**src/rtl/pc_stage_sequencer.sv**
```systemverilog
// Multi-cycle stage sequencer and program-counter generator for the Core Musa datapath.
// Steps NUM_STAGES stages per instruction, applies latched redirects at the instruction boundary.
module pc_stage_sequencer #(
    parameter int unsigned ADDR_WIDTH = 32,
    parameter int unsigned NUM_STAGES = 5,
    parameter int unsigned STAGE_W    = 3,
    parameter logic [ADDR_WIDTH-1:0] RESET_PC = '0,
    parameter int unsigned PC_INC     = 1,
    parameter int unsigned CNT_WIDTH  = 16
) (
    input  logic                  clk,
    input  logic                  rst,
    input  logic                  stall,
    input  logic                  redirect_valid,
    input  logic [ADDR_WIDTH-1:0] redirect_target,
    input  logic                  halt_req,
    output logic [STAGE_W-1:0]    stage,
    output logic                  stage_last,
    output logic [ADDR_WIDTH-1:0] pc,
    output logic [ADDR_WIDTH-1:0] npc,
    output logic                  redirect_pending,
    output logic                  halted,
    output logic [CNT_WIDTH-1:0]  retired_count
);

    localparam logic [STAGE_W-1:0]    LastStage = STAGE_W'(NUM_STAGES - 1);
    localparam logic [ADDR_WIDTH-1:0] PcInc     = ADDR_WIDTH'(PC_INC);
    localparam logic [CNT_WIDTH-1:0]  CntOne    = CNT_WIDTH'(1);

    typedef enum logic [0:0] {StRun, StHalted} state_e;

    state_e                state;
    logic                  boundary;
    logic [ADDR_WIDTH-1:0] new_pc;

    assign stage_last = (stage == LastStage);
    assign halted     = (state == StHalted);

    always_comb begin
        boundary = 1'b0;
        new_pc   = npc;
        if (state == StRun) begin
            boundary = stage_last && !stall;
            // A redirect arriving on the boundary cycle itself overrides the latched npc.
            if (redirect_valid) begin
                new_pc = redirect_target;
            end
        end
    end

    always_ff @(posedge clk or posedge rst) begin
        if (rst) begin
            state            <= StRun;
            stage            <= '0;
            pc               <= RESET_PC;
            npc              <= RESET_PC + PcInc;
            redirect_pending <= 1'b0;
            retired_count    <= '0;
        end else begin
            unique case (state)
                StRun: begin
                    if (boundary) begin
                        stage            <= '0;
                        pc               <= new_pc;
                        npc              <= new_pc + PcInc;
                        redirect_pending <= 1'b0;
                        retired_count    <= retired_count + CntOne;
                        if (halt_req) begin
                            state <= StHalted;
                        end
                    end else begin
                        // Redirect capture is allowed during stall; the last one wins.
                        if (redirect_valid) begin
                            npc              <= redirect_target;
                            redirect_pending <= 1'b1;
                        end
                        if (!stall) begin
                            stage <= stage + STAGE_W'(1);
                        end
                    end
                end
                StHalted: begin
                    if (!halt_req) begin
                        state <= StRun;
                    end
                end
                default: state <= StRun;
            endcase
        end
    end

endmodule
```
**config.mk**
```make
export PLATFORM = sky130hd
export DESIGN_NAME = pc_stage_sequencer
export DESIGN_NICKNAME = d
export VERILOG_FILES = /design/src/rtl/pc_stage_sequencer.sv
export SDC_FILE = /design/constraint.sdc
export NUM_CORES = 1
export LEC_CHECK = 0
export CORE_MARGIN = 2
export CORE_UTILIZATION = 30
export DETAILED_ROUTE_END_ITERATION = 10
export DONT_BUFFER_PORTS = 1
export GPL_TIMING_DRIVEN = 0
export HOLD_SLACK_MARGIN = 0.08
export PLACE_DENSITY = 0.52
export SYNTH_ARGS = -nofsm -noshare
export SYNTH_HDL_FRONTEND = slang
export SYNTH_SLANG_ARGS = --single-unit
```
**constraint.sdc**
```tcl
create_clock -name clk -period 6 [get_ports clk]
set_clock_uncertainty 0.2 [all_clocks]
set_input_delay 1.2 -clock clk [delete_from_list [all_inputs] [get_ports clk]]
set_output_delay 1.2 -clock clk [all_outputs]
set_load 0.1 [all_outputs]
```
==> flow_summary.ini, run 1 <==
[outcome]
outcome = completed

[logic_synthesis]
yosysSeqAreaShare_pct = 40.7
synth_common_cells = 126 x nand2_1, 84 x dfrtp_1, 54 x nor2_1
synthArstFlopShare_pct = 100
yosys_register_bits = 85
synthesis.nets = 643
ys_warn_count = 0
synth_top_flop_cell = dfrtp_1
synth.largest_area_cell = dfrtp_1
synth_most_common_cell = nand2_1
avgSynthCellArea_um2 = 8.68
synth_top_area_share_pct = 40.2
netlist_area_um2 = 5230
syn_inst = 602
ys_types = 64
synth.area.top_cells = dfrtp_1 40%, nand2_1 9.0%, mux2i_1 5.6%
synth-edff-count = 0

[finish]
antenna_cells = 0
final_nets = 655
stdcell_area_um2 = 5850
syn_to_final_growth_pct = 11.9
drive_gt1_share_pct = 7.75

[routing]
final_antenna_net_count = 0
first_pass_iters = 5
routedWlPerCell_um = 22.6
num_vias = 4654
avgViaCountPerCell = 5.51
drt_wl_total_um = 19100
drc = 0
drt-initial-drc-count = 408

[timing]
finalHoldViolCount = 0
fin_crit_sh_pct = 83.7
grt_setup_unrepaired = no
slew_viol_final = 0
setup_viol = 0
fin_tns_setup_ns = 0
tightest_slew_ns = 1.15
setup_ws_ns = 0.980
min_period_ns = 5.02
timing.fmax_ghz = 0.199
slew_headroom_pct = 23.4

[clock_network]
cts.clk_slew.worst_paths_ns = 0.08
htreeDepth = 3
cts_root_buf = clkbuf_16
cts_buffers = 9
cts_setup_buffers = 0
numClockSinks = 85
cts_tree = built
cts_resized = 0
ctsHoldBuffers = 0
clock_latency_ns = 0.36
cts.path.max_buffers = 2

[power_and_ir_drop]
power_density_nw_per_um2 = 576
irDropWorstVdd_mv = 0.307
finalPower_mw = 3.37
power.leakage_nw = 2.44

[job]
cap_violations = 0

[global_route]
grt_max_degree = 55
antenna_found_initial = 0
grt_pass1_vias = 4647
grt_pass1_wl_um = 29100
track_usage_pct = 21.3
overflow = 0

[floorplanning]
initial_core_util_pct = 30.4
coreArea_um2 = 17200
die_area_um2 = 18500
die_h_um = 136
row_count = 48
die_x_um = 136
num_io_pins = 123

[worst_setup_path]
r2r_cells = 12
r2r_slack_ns = 1.06
crit_fanout = 10
cp.required_ns = 6.05
rr_endpoint = npc[28]
arrival_ns = 5.07
critPathKind = in2reg
worst_setup_path_end_kind = flip-flop
r2r-start = halted
cp-start-kind = input pin

[hold_path]
hold_path_class = in2async

[place]
place.gp.congestion = 0.899
hpwl_um = 14200
portBuffers = 0
dpl_cell_area_um2 = 5540
pre_cts_ws_ns = 0.648
registers in the layout, summed over array words and instances (netlist names):
name / cells
stage: 3
npc: 32
retired_count: 16
halted: 1
pc: 32
redirect_pending: 1
how the worst max path moves through the flow:
stage | from | to | slack, ns
finish | redirect_valid | npc[28] | 0.98
global route | redirect_valid | npc[28] | 0.76
CTS | redirect_valid | npc[28] | 1.03
detailed placement | redirect_valid | npc[28] | 0.65
global placement | redirect_valid | npc[24] | 0.68
floorplan | redirect_valid | npc[24] | 1.86
cell usage in the layout (no fill, tap or decap), types with 3 or more instances in the layout:
cell and instances:
a21o_1 3, a21oi_1 19, a22oi_1 3, a31oi_1 20, and2_1 5, and3_1 21
buf_1 8, buf_2 4, clkbuf_1 18, clkbuf_16 9, dfrtp_1 84, ha_1 4
inv_1 13, inv_8 3, mux2_2 3, mux2i_1 29, nand2_1 126, nand3_1 18
nand4_1 6, nor2_1 54, nor2b_1 6, nor3_1 15, nor4_1 6, o2111ai_1 7
o211ai_1 8, o21a_1 3, o21ai_0 25, or3_1 6, xnor2_1 25, xor2_1 14
final cells by class:
class	count	area (um^2)
Timing Repair Buffer	1	27.5
Multi-Input combinational cell	470	2890
Inverter	14	55.1
Clock buffer	9	225
Fill cell	1830	11300
Sequential cell	85	2130
Buffer	33	160
Clock inverter	7	83.8
Tap cell	225	282
report_power, final:
group          internal (mW)  switching, mW  leakage [nW]  total (mW)
clock                  0.300          0.295         0.152       0.595
combinational          0.212          0.332          1.27       0.543
sequential             0.719           1.51          1.02        2.23
total                   1.23           2.13          2.44        3.37
per-layer routing:
layer / up-vias / global-route usage (%) / routed length, um
li1: 2144 / - / -
met1: 2326 / 28.0 / 8160
met2: 167 / 34.7 / 8950
met3: 17 / 5.26 / 1700
met4: 0 / 6.31 / 278
met5: - / 0 / 0
worst max-delay path, cell delays in order:
cell	delay, ns
buf_2	0.21
and2b_1	0.29
buf_2	0.32
buf_1	0.57
clkbuf_1	0.61
nand2_1	0.16
nand2_1	0.10
ha_1	0.23
nand3_1	0.21
nor4_4	0.50
nor4b_2	0.38
o21ai_0	0.15
o311a_1	0.13
kinds of logic after synthesis:
kind of cell,share of synthesized area (%)
adder cells (fa/ha/maj),0.958
flip-flops,40.7
multiplexers,7.45
XOR/XNOR,6.54
AND/OR/NAND/NOR,26.6
buffers and inverters,4.07
AO/OA/AOI/OAI,13.6
metrics by stage:
step / hold slack (ns) / cells / utilization (%)
2_1_floorplan: 0.619 / 602 / -
3_3_place_gp: 0.694 / 827 / 32.1
3_5_place_dp: 0.688 / 828 / 32.2
4_1_cts: 0.542 / 844 / 34.0
5_1_grt: 0.552 / 844 / 34.0
6_report: 0.522 / 844 / 34.0
Power figures use the tool's default switching activity.
==> inputs of run 2 (changes only) <==
--- a/config.mk
+++ b/config.mk
@@ -5,6 +5,7 @@
 export SDC_FILE = /design/constraint.sdc
 export NUM_CORES = 1
 export LEC_CHECK = 0
+export ABC_AREA = 1
 export CORE_MARGIN = 2
 export CORE_UTILIZATION = 30
 export DETAILED_ROUTE_END_ITERATION = 10
==> constraint.sdc (replaced) <==
create_clock -name clk -period 5 [get_ports clk]
set_clock_uncertainty 0.2 [all_clocks]
set_input_delay 1 -clock clk [delete_from_list [all_inputs] [get_ports clk]]
set_output_delay 1 -clock clk [all_outputs]
set_load 0.1 [all_outputs]
==> run 2 against run 1 <==
Sequential share of layout area is 1.2 points lower. Global-route usage is 2.0 points lower. Synthesized cell count is 31% higher. Non-clock buffer count is 4 lower. Critical path depth is 4 lower. Largest cell class unchanged. Highest routed layer unchanged.
==> flow_summary.ini, run 2 <==
[timing]
fin_crit_sh_pct = 75.5
slew_headroom_pct = 15.7
tightest_slew_ns = 1.27
min_period_ns = 3.77
setup_viol = 0
slew_viol_final = 0
fin_tns_setup_ns = 0
grt_setup_unrepaired = no
finalHoldViolCount = 0
timing.fmax_ghz = 0.265
setup_ws_ns = 1.23

[floorplanning]
die_area_um2 = 19200
initial_core_util_pct = 30.4
die_x_um = 139
row_count = 49
die_h_um = 139
coreArea_um2 = 17900
num_io_pins = 123

[worst_setup_path]
cp.required_ns = 5.00
crit_path_max_incr_delay_ns = 0.74
r2r_slack_ns = 1.23
path_buf_inv = 5
arrival_ns = 3.78
critPathKind = reg2reg
r2r-start = stage[0]
crit_fanout = 10
worst_setup_path_end_kind = flip-flop
crit_family = buffers and inverters
cp-start-kind = flip-flop
critical_path.cell_chain = inv_1 > ha_1 > nand2_1 > inv_1 > nand2_4 > clkinv_1 > buf_2 > buf_1 > a31oi_1
crit_top_cell = inv_1
rr_endpoint = pc[2]
critPathSlowestCell = dfrtp_1
r2r_cells = 9

[logic_synthesis]
syn_inst = 788
synth_top_area_share_pct = 38.6
synth-edff-count = 0
synth_common_cells = 290 x nand2_1, 91 x inv_1, 84 x dfrtp_1
synth_most_common_cell = nand2_1
muxShareOfSynthArea_pct = 0.184
synth_simple_gate_area_share_pct = 40.4
synthArstFlopShare_pct = 100
yosys_register_bits = 85
synth_compound_area_share_pct = 7.06
synth_xor_area_share_pct = 2.09
synth.largest_area_cell = dfrtp_1
netlist_area_um2 = 5440
avgSynthCellArea_um2 = 6.90
synth.area.top_cells = dfrtp_1 39%, nand2_1 20%, inv_1 6.3%
synth_top_family_by_area = simple AND/OR/NAND/NOR gates
yosysSeqAreaShare_pct = 39.1
ys_warn_count = 0
synthAdderAreaFrac_pct = 0.920
synth_top_flop_cell = dfrtp_1
ys_types = 40
synthesis.nets = 829

[finish]
multi_input_area_um2 = 2760
n_fill_cell = 1958
drive_gt1_share_pct = 13.7
instances_no_fill = 1034
final_nets = 841
final_common_cell = nand2_1
final_cell_mix = 290 x nand2_1, 90 x inv_1, 84 x dfrtp_1
syn_to_final_growth_pct = 11.1
antenna_cells = 0
regArea_um2 = 2130
fin_util_pct = 33.8
top_regs = npc x32, pc x32, retired_count x16

[outcome]
outcome = completed

[global_route]
grt_max_degree = 48
overflow = 0
grt_pass1_wl_um = 28700
grt_pass1_vias = 4951
track_usage_pct = 19.3
antenna_found_initial = 0

[clock_network]
numClockSinks = 85
cts_setup_buffers = 0
htreeDepth = 3
cts_tree = built
cts.path.max_buffers = 2
ctsHoldBuffers = 0
cts_buffers = 9
clock_latency_ns = 0.36
cts.clk_slew.worst_paths_ns = 0.07
cts_root_buf = clkbuf_16
cts_resized = 0

[routing]
drc = 0
routedWlPerCell_um = 17.4
drt-initial-drc-count = 386
first_pass_iters = 5
avgViaCountPerCell = 4.88
num_vias = 5049
final_antenna_net_count = 0
drt_wl_total_um = 18000

[place]
dpl.cell_count = 1018
hpwl_um = 13500
place.gp.congestion = 0.940
pre_cts_ws_ns = 1.15
portBuffers = 0

[hold_path]
hold_path_class = in2async

[job]
cap_violations = 0
## run 2: worst max path at each step
| stage | cells past startpoint | start | to | slack (ns) |
|---|---|---|---|---|
| after floorplan | 1 | rst | halted | 1.61 |
| after global placement | 1 | rst | npc[1] | 0.29 |
| after detailed placement | 9 | stage[0] | pc[2] | 1.15 |
| after CTS | 9 | stage[0] | pc[2] | 1.14 |
| after global routing | 9 | stage[0] | pc[2] | 0.92 |
| final | 9 | stage[0] | pc[2] | 1.23 |
## run 2: layout make-up
| class | instances | share of cell area (%) |
|---|---|---|
| Clock buffer | 11 | 4.02 |
| Inverter | 100 | 6.32 |
| Tap cell | 229 | 4.74 |
| Sequential cell | 85 | 35.2 |
| Buffer | 29 | 2.90 |
| Timing Repair Buffer | 1 | 0.456 |
| Clock inverter | 5 | 0.725 |
| Multi-Input combinational cell | 574 | 45.6 |
## run 2: metrics by stage
stage / hold slack (ns) / area [um^2]
2_1_floorplan: 0.514 / 5440
3_3_place_gp: 0.539 / 5730
3_5_place_dp: 0.539 / 5760
4_1_cts: 0.386 / 6040
5_1_grt: 0.394 / 6040
6_report: 0.357 / 6040
## run 2: kinds of logic after synthesis
group | count (synthesis)
simple gates | 494
buf+inv | 129
flops | 85
compound gates | 62
xor+xnor | 13
fa+ha+maj | 4
mux | 1
## run 2: per-layer routing
metal | vias to the layer above | track usage, % | wire (um)
met1 | 2380 | 26.2 | 8290
met4 | 0 | 4.15 | 240
li1 | 2481 | - | -
met5 | - | 0 | 0
met3 | 14 | 6.53 | 1500
met2 | 174 | 30.1 | 8020
Power of run 2 is left out: the tool's default activity adds up to more than one toggle a clock period on the data nets, which glitch-free logic cannot reach.
